### src/rtl/rv32_mem_arbiter.sv
// rv32_mem_arbiter: shares one memory port between IF and LS, LS first.
// Optional response watchdog: define RV32_ARB_TIMEOUT_EN.
module rv32_mem_arbiter #(
   parameter int ADDR_W     = 32,
   parameter int DATA_W     = 32,
   parameter int STARVE_MAX = 4,
   parameter int TIMEOUT    = 64
) (
   input  logic                  clk,
   input  logic                  rst_n,
   input  logic                  if_req,
   input  logic [ADDR_W-1:0]     if_addr,
   output logic                  if_gnt,
   output logic                  if_rvalid,
   output logic [DATA_W-1:0]     if_rdata,
   output logic                  if_err,
   input  logic                  ls_req,
   input  logic                  ls_we,
   input  logic [DATA_W/8-1:0]   ls_be,
   input  logic [ADDR_W-1:0]     ls_addr,
   input  logic [DATA_W-1:0]     ls_wdata,
   output logic                  ls_gnt,
   output logic                  ls_rvalid,
   output logic [DATA_W-1:0]     ls_rdata,
   output logic                  ls_err,
   output logic                  mem_req,
   output logic                  mem_we,
   output logic [DATA_W/8-1:0]   mem_be,
   output logic [ADDR_W-1:0]     mem_addr,
   output logic [DATA_W-1:0]     mem_wdata,
   input  logic                  mem_gnt,
   input  logic                  mem_rvalid,
   input  logic [DATA_W-1:0]     mem_rdata
);

   typedef enum logic [1:0] {IDLE, REQ, RESP} state_t;
   typedef enum logic [1:0] {OWN_NONE, OWN_IF, OWN_LS} owner_t;

   state_t            state;
   owner_t            owner;
   logic [3:0]        starve_cnt;
   logic              abort_q;
   logic [DATA_W-1:0] if_rdata_q;
   logic [DATA_W-1:0] ls_rdata_q;

   logic              pick_if;
   logic              pick_ls;
   logic              owner_req;
   logic              gnt_ok;
   logic              resp_ev;
   logic              rsp_live;
   logic              wd_fire;
   logic [DATA_W-1:0] rsp_data;

   always_comb begin
      pick_if = if_req & (~ls_req | (starve_cnt == 4'(STARVE_MAX)));
      pick_ls = ls_req & ~pick_if;
   end

   always_comb begin
      owner_req = 1'b0;
      case (owner)
         OWN_IF:  owner_req = if_req;
         OWN_LS:  owner_req = ls_req;
         default: owner_req = 1'b0;
      endcase
   end

   // an abandoned request still completes, but nothing is forwarded
   assign gnt_ok   = (state == REQ) & mem_gnt & owner_req & ~abort_q;
   assign resp_ev  = (state == RESP) & (mem_rvalid | wd_fire);
   assign rsp_live = resp_ev & ~abort_q;
   assign rsp_data = wd_fire ? '0 : mem_rdata;

   assign if_gnt    = gnt_ok & (owner == OWN_IF);
   assign ls_gnt    = gnt_ok & (owner == OWN_LS);
   assign if_rvalid = rsp_live & (owner == OWN_IF);
   assign ls_rvalid = rsp_live & (owner == OWN_LS);
   assign if_err    = if_rvalid & wd_fire;
   assign ls_err    = ls_rvalid & wd_fire;
   assign if_rdata  = if_rvalid ? rsp_data : if_rdata_q;
   assign ls_rdata  = ls_rvalid ? rsp_data : ls_rdata_q;

`ifdef RV32_ARB_TIMEOUT_EN
   localparam int WD_W = $clog2(TIMEOUT + 1);

   logic [WD_W-1:0] wd_cnt;

   assign wd_fire = (state == RESP) && (wd_cnt == WD_W'(TIMEOUT));

   always_ff @(posedge clk or negedge rst_n) begin
      if (!rst_n) begin
         wd_cnt <= '0;
      end else if (state != RESP || wd_fire) begin
         wd_cnt <= '0;
      end else begin
         wd_cnt <= wd_cnt + WD_W'(1);
      end
   end
`else
   logic unused_timeout;

   assign wd_fire        = 1'b0;
   assign unused_timeout = (TIMEOUT != 0);
`endif

   always_ff @(posedge clk or negedge rst_n) begin
      if (!rst_n) begin
         state      <= IDLE;
         owner      <= OWN_NONE;
         starve_cnt <= 4'd0;
         abort_q    <= 1'b0;
         mem_req    <= 1'b0;
         mem_we     <= 1'b0;
         mem_be     <= '0;
         mem_addr   <= '0;
         mem_wdata  <= '0;
         if_rdata_q <= '0;
         ls_rdata_q <= '0;
      end else begin
         if (if_rvalid) if_rdata_q <= rsp_data;
         if (ls_rvalid) ls_rdata_q <= rsp_data;
         case (state)
            IDLE: begin
               if (pick_if | pick_ls) begin
                  state     <= REQ;
                  mem_req   <= 1'b1;
                  abort_q   <= 1'b0;
                  owner     <= pick_if ? OWN_IF : OWN_LS;
                  mem_we    <= pick_ls & ls_we;
                  mem_be    <= pick_ls ? ls_be : '1;
                  mem_addr  <= pick_ls ? ls_addr : if_addr;
                  mem_wdata <= pick_ls ? ls_wdata : '0;
                  if (pick_if) begin
                     starve_cnt <= 4'd0;
                  end else if (if_req &&
                               starve_cnt != 4'(STARVE_MAX)) begin
                     starve_cnt <= starve_cnt + 4'd1;
                  end
               end
            end
            REQ: begin
               abort_q <= abort_q | ~owner_req;
               if (mem_gnt) begin
                  mem_req <= 1'b0;
                  state   <= RESP;
               end
            end
            RESP: begin
               if (resp_ev) begin
                  state <= IDLE;
                  owner <= OWN_NONE;
               end
            end
            default: begin
               state <= IDLE;
               owner <= OWN_NONE;
            end
         endcase
      end
   end

endmodule

### config.mk
export PLATFORM = sky130hd
export DESIGN_NAME = rv32_mem_arbiter
export DESIGN_NICKNAME = d
export VERILOG_FILES = /design/src/rtl/rv32_mem_arbiter.sv
export SDC_FILE = /design/constraint.sdc
export NUM_CORES = 1
export LEC_CHECK = 0
export ABC_CLOCK_PERIOD_IN_PS = 1300
export BUFFER_PORTS_ARGS = -buffer_cell sky130_fd_sc_hd__buf_2
export CAP_MARGIN = 20
export CORE_MARGIN = 1
export CORE_UTILIZATION = 40
export DETAILED_ROUTE_END_ITERATION = 10
export PLACE_DENSITY = 0.72
export SLEW_MARGIN = 20
export SYNTH_ARGS = -nofsm -noshare
export SYNTH_HDL_FRONTEND = slang
export SYNTH_SLANG_ARGS = --single-unit
### constraint.sdc
create_clock -name clk -period 1.3 [get_ports clk]
set_input_delay 0.13 -clock clk [delete_from_list [all_inputs] [get_ports clk]]
set_output_delay 0.13 -clock clk [all_outputs]
set_load 0.02 [all_outputs]
# Word-level counts from Yosys, hierarchy flattened
# Index checks and enable logic that the tools add are counted.
[word_totals] regBits=143 word_cells=71
[classes] addsub=1 eq_ne=9 muxes=20 bitwise_logic=20 reduce_logical=10
[op_table] cell="$mux 32" count=4
[op_table] cell="$and 1x1->1" count=12
[op_table] cell="$mux 4" count=3
[op_table] cell="$pmux 2 s3" count=2
[op_table] cell="$reduce_and 3->1" count=4
[op_table] cell="$mux 2" count=5
[op_table] cell="$ne 2x2->1 const B" count=3
[op_table] cell="$pmux 1 s2" count=3
[op_table] cell="$not 1->1" count=5
[op_table] cell="$add 4x1->4 const B" count=1
[op_table] cell="$eq 2x1->1 const B" count=2
[op_table] cell="$eq 2x2->1 const B" count=2
[op_table] cell="$eq 4x3->1 const B" count=1
[op_table] cell="$ne 4x3->1 const B" count=1
[op_table] cell="$reduce_and 2->1" count=2
[op_table] cell="$reduce_bool 2->1" count=2
[op_table] cell="$mux 1" count=3
[op_table] cell="$or 1x1->1" count=3
[op_table] cell="$logic_not 2->1" count=1
[op_table] cell="$logic_and 1x1->1" count=1

# Logic depth before layout (Yosys ltp)
# Gate-level depths: netlist of the first run.
[logic_depth] depth_word=8 mapped_depth=7 depth_no_buf=5

# Least setup slack after synthesis of the first run
# OpenSTA, ideal clock, no wires.
[synth_timing] path_kind="flip-flop to flip-flop" start="register state[1]" end="register ls_rdata_q[22]" setup_time_ns=0.147 t_arrival_ns=1.355 slack_ns=-0.202 path_stages_with_launch=6 period_less_slack_ns=1.502 cell_sequence="dfrtp_1 -> buf_4 -> and4bb_4 -> nand2_4 -> buf_6 -> mux2_2"
[synth_via] elab_chain_cells=5
[synth_rtl] item="from (decl)" line="39" source="state_t state;"
[synth_rtl] item="from (signal assigned)" line="109" source="state <= IDLE;"
[synth_rtl] item="from (signal assigned)" line="126" source="state <= REQ;"
[synth_rtl] item="from (signal assigned)" line="146" source="state <= RESP;"
[synth_rtl] item="$eq 2x2->1" line="71" source="assign resp_ev = (state == RESP) & (mem_rvalid | wd_fire);"
[synth_rtl] item="$and 1x1->1" line="71"
[synth_rtl] item="$and 1x1->1" line="72" source="assign rsp_live = resp_ev & ~abort_q;"
[synth_rtl] item="$and 1x1->1" line="78" source="assign ls_rvalid = rsp_live & (owner == OWN_LS);"
[synth_rtl] item="$mux 32"
[synth_rtl] item="named net ls_rdata[22]" line="24" source="output logic [DATA_W-1:0] ls_rdata,"
[synth_rtl] item="to (signal assigned)" line="122" source="if (ls_rvalid) ls_rdata_q <= rsp_data;"
[synth_rtl] item="to (decl)" line="44" source="logic [DATA_W-1:0] ls_rdata_q;"
# The timed path passes the listed nets, and every way through them passes these cells.
# A chain may end at the register's enable or synchronous reset.

# Final worst setup path of the first run
[layout_timing] start="register abort_q" end="output if_rdata[18]"
[layout_via] elab_chain_cells=4
[layout_rtl] item="from (decl)" line="42" source="logic abort_q;"
[layout_rtl] item="from (signal assigned)" line="143" source="abort_q <= abort_q | ~owner_req;"
[layout_rtl] item="$not 1->1" line="72"
[layout_rtl] item="$and 1x1->1" line="72"
[layout_rtl] item="$and 1x1->1" line="77" source="assign if_rvalid = rsp_live & (owner == OWN_IF);"
[layout_rtl] item="$mux 32" line="81" source="assign if_rdata = if_rvalid ? rsp_data : if_rdata_q;"
[layout_rtl] item="to (decl)" line="15" source="output logic [DATA_W-1:0] if_rdata,"
# Every way passes these cells.

==> impl_metrics.yaml, run 1 <==
grt:
  overflow: 0
  grt_max_degree: 35
  grt_usage_pct: 26.9
  grt_pass1_vias: 6411
  antenna_found_initial: 2
  grt_pass1_wl_um: 34000
route:
  post_drt_wl_per_cell_um: 19.1
  route.detailed.drc: 0
  wl_um: 22800
  detail-route-antenna-nets: 0
  dr.pass1.iters: 5
  via_per_inst: 5.32
  vias: 6346
  dr.first_iter.drc_count: 316
clocking:
  htreeDepth: 4
  clkSinkCount: 143
  clockBufferDepth: 2
  cts_tree: "built"
  clkLatencyLatePin_ns: 0.42
  root_buffer: "clkbuf_16"
  cts_buffers: 17
  cts.clk_slew.worst_paths_ns: 0.07
placed_design:
  finalWeightedCongestion: 0.830
  hpwl_um: 12600
  dpl_worst_slack_ns: -0.309
  dpl_cell_area_um2: 8680
  port_buffers: 276
die:
  ios: 279
  dieArea_um2: 16700
  die_w_um: 129
  chipHeight_um: 129
  start_util_pct: 40.8
  core.rowCount: 46
  core_um2: 15800
finish:
  final_cell_area_um2: 11200
  fill_cells: 1010
  final_cell_mix: "buf_2 (236), dfrtp_1 (143), dlygate4sd3_1 (91)"
  nNetsFinal: 1104
  fin_util_pct: 70.6
  area_growth_pct: 72.9
  ff_latch_area_um2: 3580
  drive_above_1_share_pct: 54.9
  multiInputGateArea_um2: 2860
  layout_commonest_cell: "buf_2"
min_path:
  hold_start: "mem_rdata[13]"
  min_path_type: "in2reg"
timing:
  fin_crit_ns: 2.08
  maxSlewViolCount: 0
  grt_setup_unrepaired: "true"
  fin_skew_ns: 0.00950
  fin_setup_tns_ns: -74.06
  fmax_mhz: 480
  period_share_pct: 160
  hold_viol_final: 36
  setup_viol: 208
  whs_ns: -0.0306
  final.setup.worst_slack_ns: -0.781
yosys:
  async_flop_share_pct: 100
  synth_area_leaders: "dfrtp_1 (55%), mux2_4 (7.7%), mux2_2 (5.4%)"
  syn_inst: 526
  synth_top_area_share_pct: 55.4
  ys_types: 39
  synth_flop_cell: "dfrtp_1"
  yosysWarningCount: 0
  syn-cell-area_um2: 6460
  synth_edf_count: 0
  synth_area_per_cell_um2: 12.3
  synth_largest_area_cell: "dfrtp_1"
  yosysSeqAreaShare_pct: 55.4
  ys_ff_latch: 143
setup_path:
  path_max_fanout: 5
  start_kind: "flop"
  cp_data_required_time_ns: 1.17
  timing.rr.start: "abort_q"
  cp.arrival_ns: 1.95
  critPathCaptureType: "output port"
  startpoint: "abort_q"
  critPathKind: "reg2out"
power_and_ir_drop:
  total_power_w: 0.0257
  p_per_area_nw_per_um2: 2300
  p_leak_nw: 5.61
  ir_worst_vdd_v: 0.00123
outcome:
  violations: "negative hold slack, negative setup slack"
  outcome: "finished, violations left"
flow_run:
  maxCapViolations: 0
==> layer usage <==
metal,share of wire (%),vias up,track usage (%)
li1,-,2842,-
met5,0,-,0
met2,50,354,46.3
met3,6.4,70,6.85
met4,3.7,0,13.4
met1,39,3080,31.2
==> area by class of cell <==
cell class | count | share of cell area (%)
tap | 216 | 2.42
antenna | 2 | 0.0448
multi-input combinational | 323 | 25.6
inverter | 7 | 0.235
clock inverter | 15 | 1.59
sequential | 143 | 32.0
timing repair buffer | 469 | 34.3
clock buffer | 17 | 3.81
==> synthesized netlist by cell type, drive strengths merged, types with 2 or more instances <==
| master | count |
|---|---|
| dfrtp | 143 |
| nand3 | 67 |
| mux2 | 64 |
| buf | 40 |
| o21ai | 38 |
| o2bb2ai | 34 |
| nand4 | 33 |
| o211ai | 32 |
| clkbuf | 15 |
| nand2 | 9 |
| inv | 7 |
| nor2 | 5 |
| nor3 | 5 |
| a2bb2oi | 4 |
| ha | 4 |
| nand2b | 3 |
| o22ai | 3 |
| and2 | 2 |
| and3 | 2 |
| nand3b | 2 |
| or2 | 2 |
==> registers in the layout, summed over array words and instances, names as in the netlist, 2 cells and up <==
name	flops
if_rdata_q	32
ls_rdata_q	32
mem_addr	32
mem_wdata	32
mem_be	4
starve_cnt	4
owner	2
state	2
==> stage by stage <==
step / hold slack [ns] / instances
2_1_floorplan: -0.166 / 527
5_1_grt: -0.0506 / 1192
6_report: -0.0306 / 1192
3_3_place_gp: 0.0621 / 1040
4_1_cts: -0.0535 / 1178
3_5_place_dp: 0.0672 / 1040
==> logic make-up (layout without fill, tap and decap cells) <==
family | after synthesis | count (layout) | synth area share [%]
AO/OA/AOI/OAI | 115 | 115 | 12.5
adder cells (fa/ha/maj) | 4 | 4 | 0.774
buffers and inverters | 62 | 508 | 5.96
flip-flops | 143 | 143 | 55.4
multiplexers | 65 | 65 | 13.2
other | 1 | 4 | 0.0580
AND/OR/NAND/NOR | 136 | 137 | 12.1
==> where the power goes <==
group	leakage [nW]	internal [W]	switching, W	total [W]
sequential	1.86	0.00623	0.000947	0.00717
combinational	3.46	0.00656	0.00694	0.0135
clock	0.296	0.00290	0.00209	0.00498
==> repair_timing <==
| action | CTS | global route |
|---|---|---|
| hold buffers | 90 | 1 |
| hold endpoints to repair | 253 | 44 |
| pin swaps | 31 | 11 |
| gates cloned | 6 | 4 |
| endpoints found under the setup margin | 205 | 209 |
| resized for setup | 180 | 11 |
| buffers inserted | 10 | 8 |
==> worst max-delay path: stages, from the launching register on <==
cell and delay, ns:
dfrtp_1 0.37, and4bb_4 0.38, nand2_4 0.12, buf_4 0.19, mux2_4 0.31, buf_2 0.16
==> final timing paths <==
| path | endpoint | slack [ns] | cells after the start |
|---|---|---|---|
| max | if_rdata[18] | -0.78 | 5 |
| max in group asynchronous | ls_rdata_q[8] | 0.58 | 3 |
| min reg2reg | mem_wdata[18] | 0.48 | 1 |
| min in group asynchronous | if_rdata_q[9] | 0.19 | 2 |
| min | if_rdata_q[13] | -0.03 | 2 |
| max reg2reg | if_rdata_q[14] | -0.37 | 6 |
No activity file was read; power rests on OpenSTA's default activity.
==> inputs of run 2 (changes only) <==
--- a/config.mk
+++ b/config.mk
@@ -9,9 +9,9 @@
 export BUFFER_PORTS_ARGS = -buffer_cell sky130_fd_sc_hd__buf_2
 export CAP_MARGIN = 20
 export CORE_MARGIN = 1
-export CORE_UTILIZATION = 40
+export CORE_UTILIZATION = 43
 export DETAILED_ROUTE_END_ITERATION = 10
-export PLACE_DENSITY = 0.72
+export PLACE_DENSITY = 0.76
 export SLEW_MARGIN = 20
 export SYNTH_ARGS = -nofsm -noshare
 export SYNTH_HDL_FRONTEND = slang
==> run 2 against run 1 <==
The run still ends with negative hold slack, negative setup slack left. Total power is 10% higher. Global-route usage is 5.7 points higher. Fmax is 2.1% higher. Worst hold slack worse by 0.0041 ns. Clock power is 3% lower. Worst setup slack better by 0.043 ns.
==> impl_metrics.yaml, run 2 (synthesized netlist as in run 1, its figures left out) <==
route:
  post_drt_wl_per_cell_um: 22.6
  wl_um: 26300
  dr.pass1.iters: 5
  vias: 6709
  via_per_inst: 5.76
  detail-route-antenna-nets: 0
  dr.first_iter.drc_count: 515
  route.detailed.drc: 0
setup_path:
  path_max_fanout: 18
  crit_chain: "inv_2, ha_4, nand2_4, buf_12, mux2_2, buf_2"
  cp.arrival_ns: 1.91
  critPathCaptureType: "output port"
  cp_data_required_time_ns: 1.17
  crit_buf_inv: 3
  cp_top_family: "buffers and inverters"
  critPathKind: "reg2out"
  slowest_stage: "dfrtp_1"
  start_kind: "flop"
  slowest_delay_ns: 0.40
clocking:
  clockBufferDepth: 2
  htreeDepth: 4
  cts_tree: "built"
  cts_buffers: 17
  clkLatencyLatePin_ns: 0.42
  root_buffer: "clkbuf_16"
  cts.clk_slew.worst_paths_ns: 0.06
  clkSinkCount: 143
min_path:
  min_path_type: "in2reg"
timing:
  fin_crit_ns: 2.04
  maxSlewViolCount: 0
  fin_skew_ns: 0.00962
  setup_viol: 210
  whs_ns: -0.0347
  final.setup.worst_slack_ns: -0.738
  grt_setup_unrepaired: "true"
  fmax_mhz: 491
  hold_viol_final: 24
  period_share_pct: 157
finish:
  layout_commonest_cell: "buf_2"
  drive_above_1_share_pct: 58.3
  nNetsFinal: 1110
  area_growth_pct: 78.9
  final_cell_mix: "buf_2 (242), dfrtp_1 (143), dlygate4sd3_1 (90)"
power_and_ir_drop:
  power_switching_share_pct: 38.7
  p_per_area_nw_per_um2: 2450
  p_clk_share_pct: 17.1
  p_int_w: 0.0174
  pwr-share-comb_pct: 57.3
  p_seq_share_pct: 25.6
  switchingPower_w: 0.0110
  p_leak_nw: 5.73
  total_power_w: 0.0283
  ir_worst_vdd_v: 0.00147
grt:
  grt_max_degree: 40
  overflow: 0
  grt_pass1_wl_um: 38900
  grt_pass1_vias: 7174
  grt_usage_pct: 32.6
  antenna_found_initial: 1
placed_design:
  port_buffers: 276
  hpwl_um: 12400
  finalWeightedCongestion: 0.801
die:
  chipHeight_um: 125
  die_w_um: 125
  start_util_pct: 44.3
  core_um2: 14600
  core.rowCount: 44
  ios: 279
  dieArea_um2: 15500
flow_run:
  maxCapViolations: 0
outcome:
  violations: "negative hold slack, negative setup slack"
  outcome: "finished, violations left"
==> run 2: worst paths after layout <==
path	start	to	slack (ns)	cells after the start
worst max-delay path	owner[1]	if_rdata[31]	-0.74	6
worst min-delay path	mem_rdata[13]	ls_rdata_q[13]	-0.03	2
worst max register to register	state[0]	mem_addr[7]	-0.41	9
worst min register to register	mem_wdata[22]	mem_wdata[22]	0.49	1
max in group asynchronous	rst_n	mem_wdata[13]	0.55	3
min in group asynchronous	rst_n	if_rdata_q[10]	0.22	2
==> run 2: layout make-up <==
class                           instances  area (um^2)
Timing Repair Buffer                  467         3970
Fill cell                             799         3020
Tap cell                              184          230
Sequential cell                       143         3580
Inverter                                7         26.3
Multi-Input combinational cell        331         3190
Clock inverter                          9          109
Clock buffer                           22          464
Antenna cell                            1         2.50
==> run 2: per-layer routing <==
| layer | track usage, % | share of wire (%) | routed length (um) | vias up |
|---|---|---|---|---|
| li1 | - | - | - | 2856 |
| met1 | 37.2 | 36 | 9380 | 3291 |
| met2 | 55.8 | 52 | 13700 | 443 |
| met3 | 7.73 | 7.4 | 1940 | 119 |
| met4 | 18.4 | 4.8 | 1280 | 0 |
| met5 | 0 | 0 | 0 | - |
==> run 2: worst register-to-register path, delay by kind of cell, from the launching register on <==
kind | cells | cell delay [ns]
buf+inv | 6 | 0.78
compound gates | 1 | 0.22
simple gates | 2 | 0.23
flops | 1 | 0.37
==> run 2: power by group through the flow <==
stage,Clock [W],Combinational (W),Sequential [W]
global placement,0,0.00977,0.00698
global route,0.00510,0.0169,0.00740
detailed placement,0,0.00997,0.00705
CTS,0.00486,0.0150,0.00712
floorplan,0,0.00525,0.00822
finish,0.00485,0.0162,0.00725
==> run 2: what timing repair did <==
item / 4_1_cts / 5_1_grt
hold buffers: 89 / 1
setup endpoints to repair: 208 / 211
cloned: 23 / 2
setup buffers: 26 / 8
pin swaps: 60 / 32
gates resized for setup: 182 / 62
endpoints found under the hold margin: 204 / 44
==> run 2: stage by stage <==
stage	std cells	cell area (um^2)	util, %	TNS [ns]	setup slack (ns)
6_report	1164	11600	79.3	-77.62	-0.738
5_1_grt	1164	11600	79.3	-87.80	-0.798
4_1_cts	1158	11300	77.3	-82.61	-0.740
3_5_place_dp	990	8440	57.8	-34.10	-0.308
3_3_place_gp	990	8440	57.8	-30.21	-0.276
2_1_floorplan	527	6620	-	-19.01	-0.146
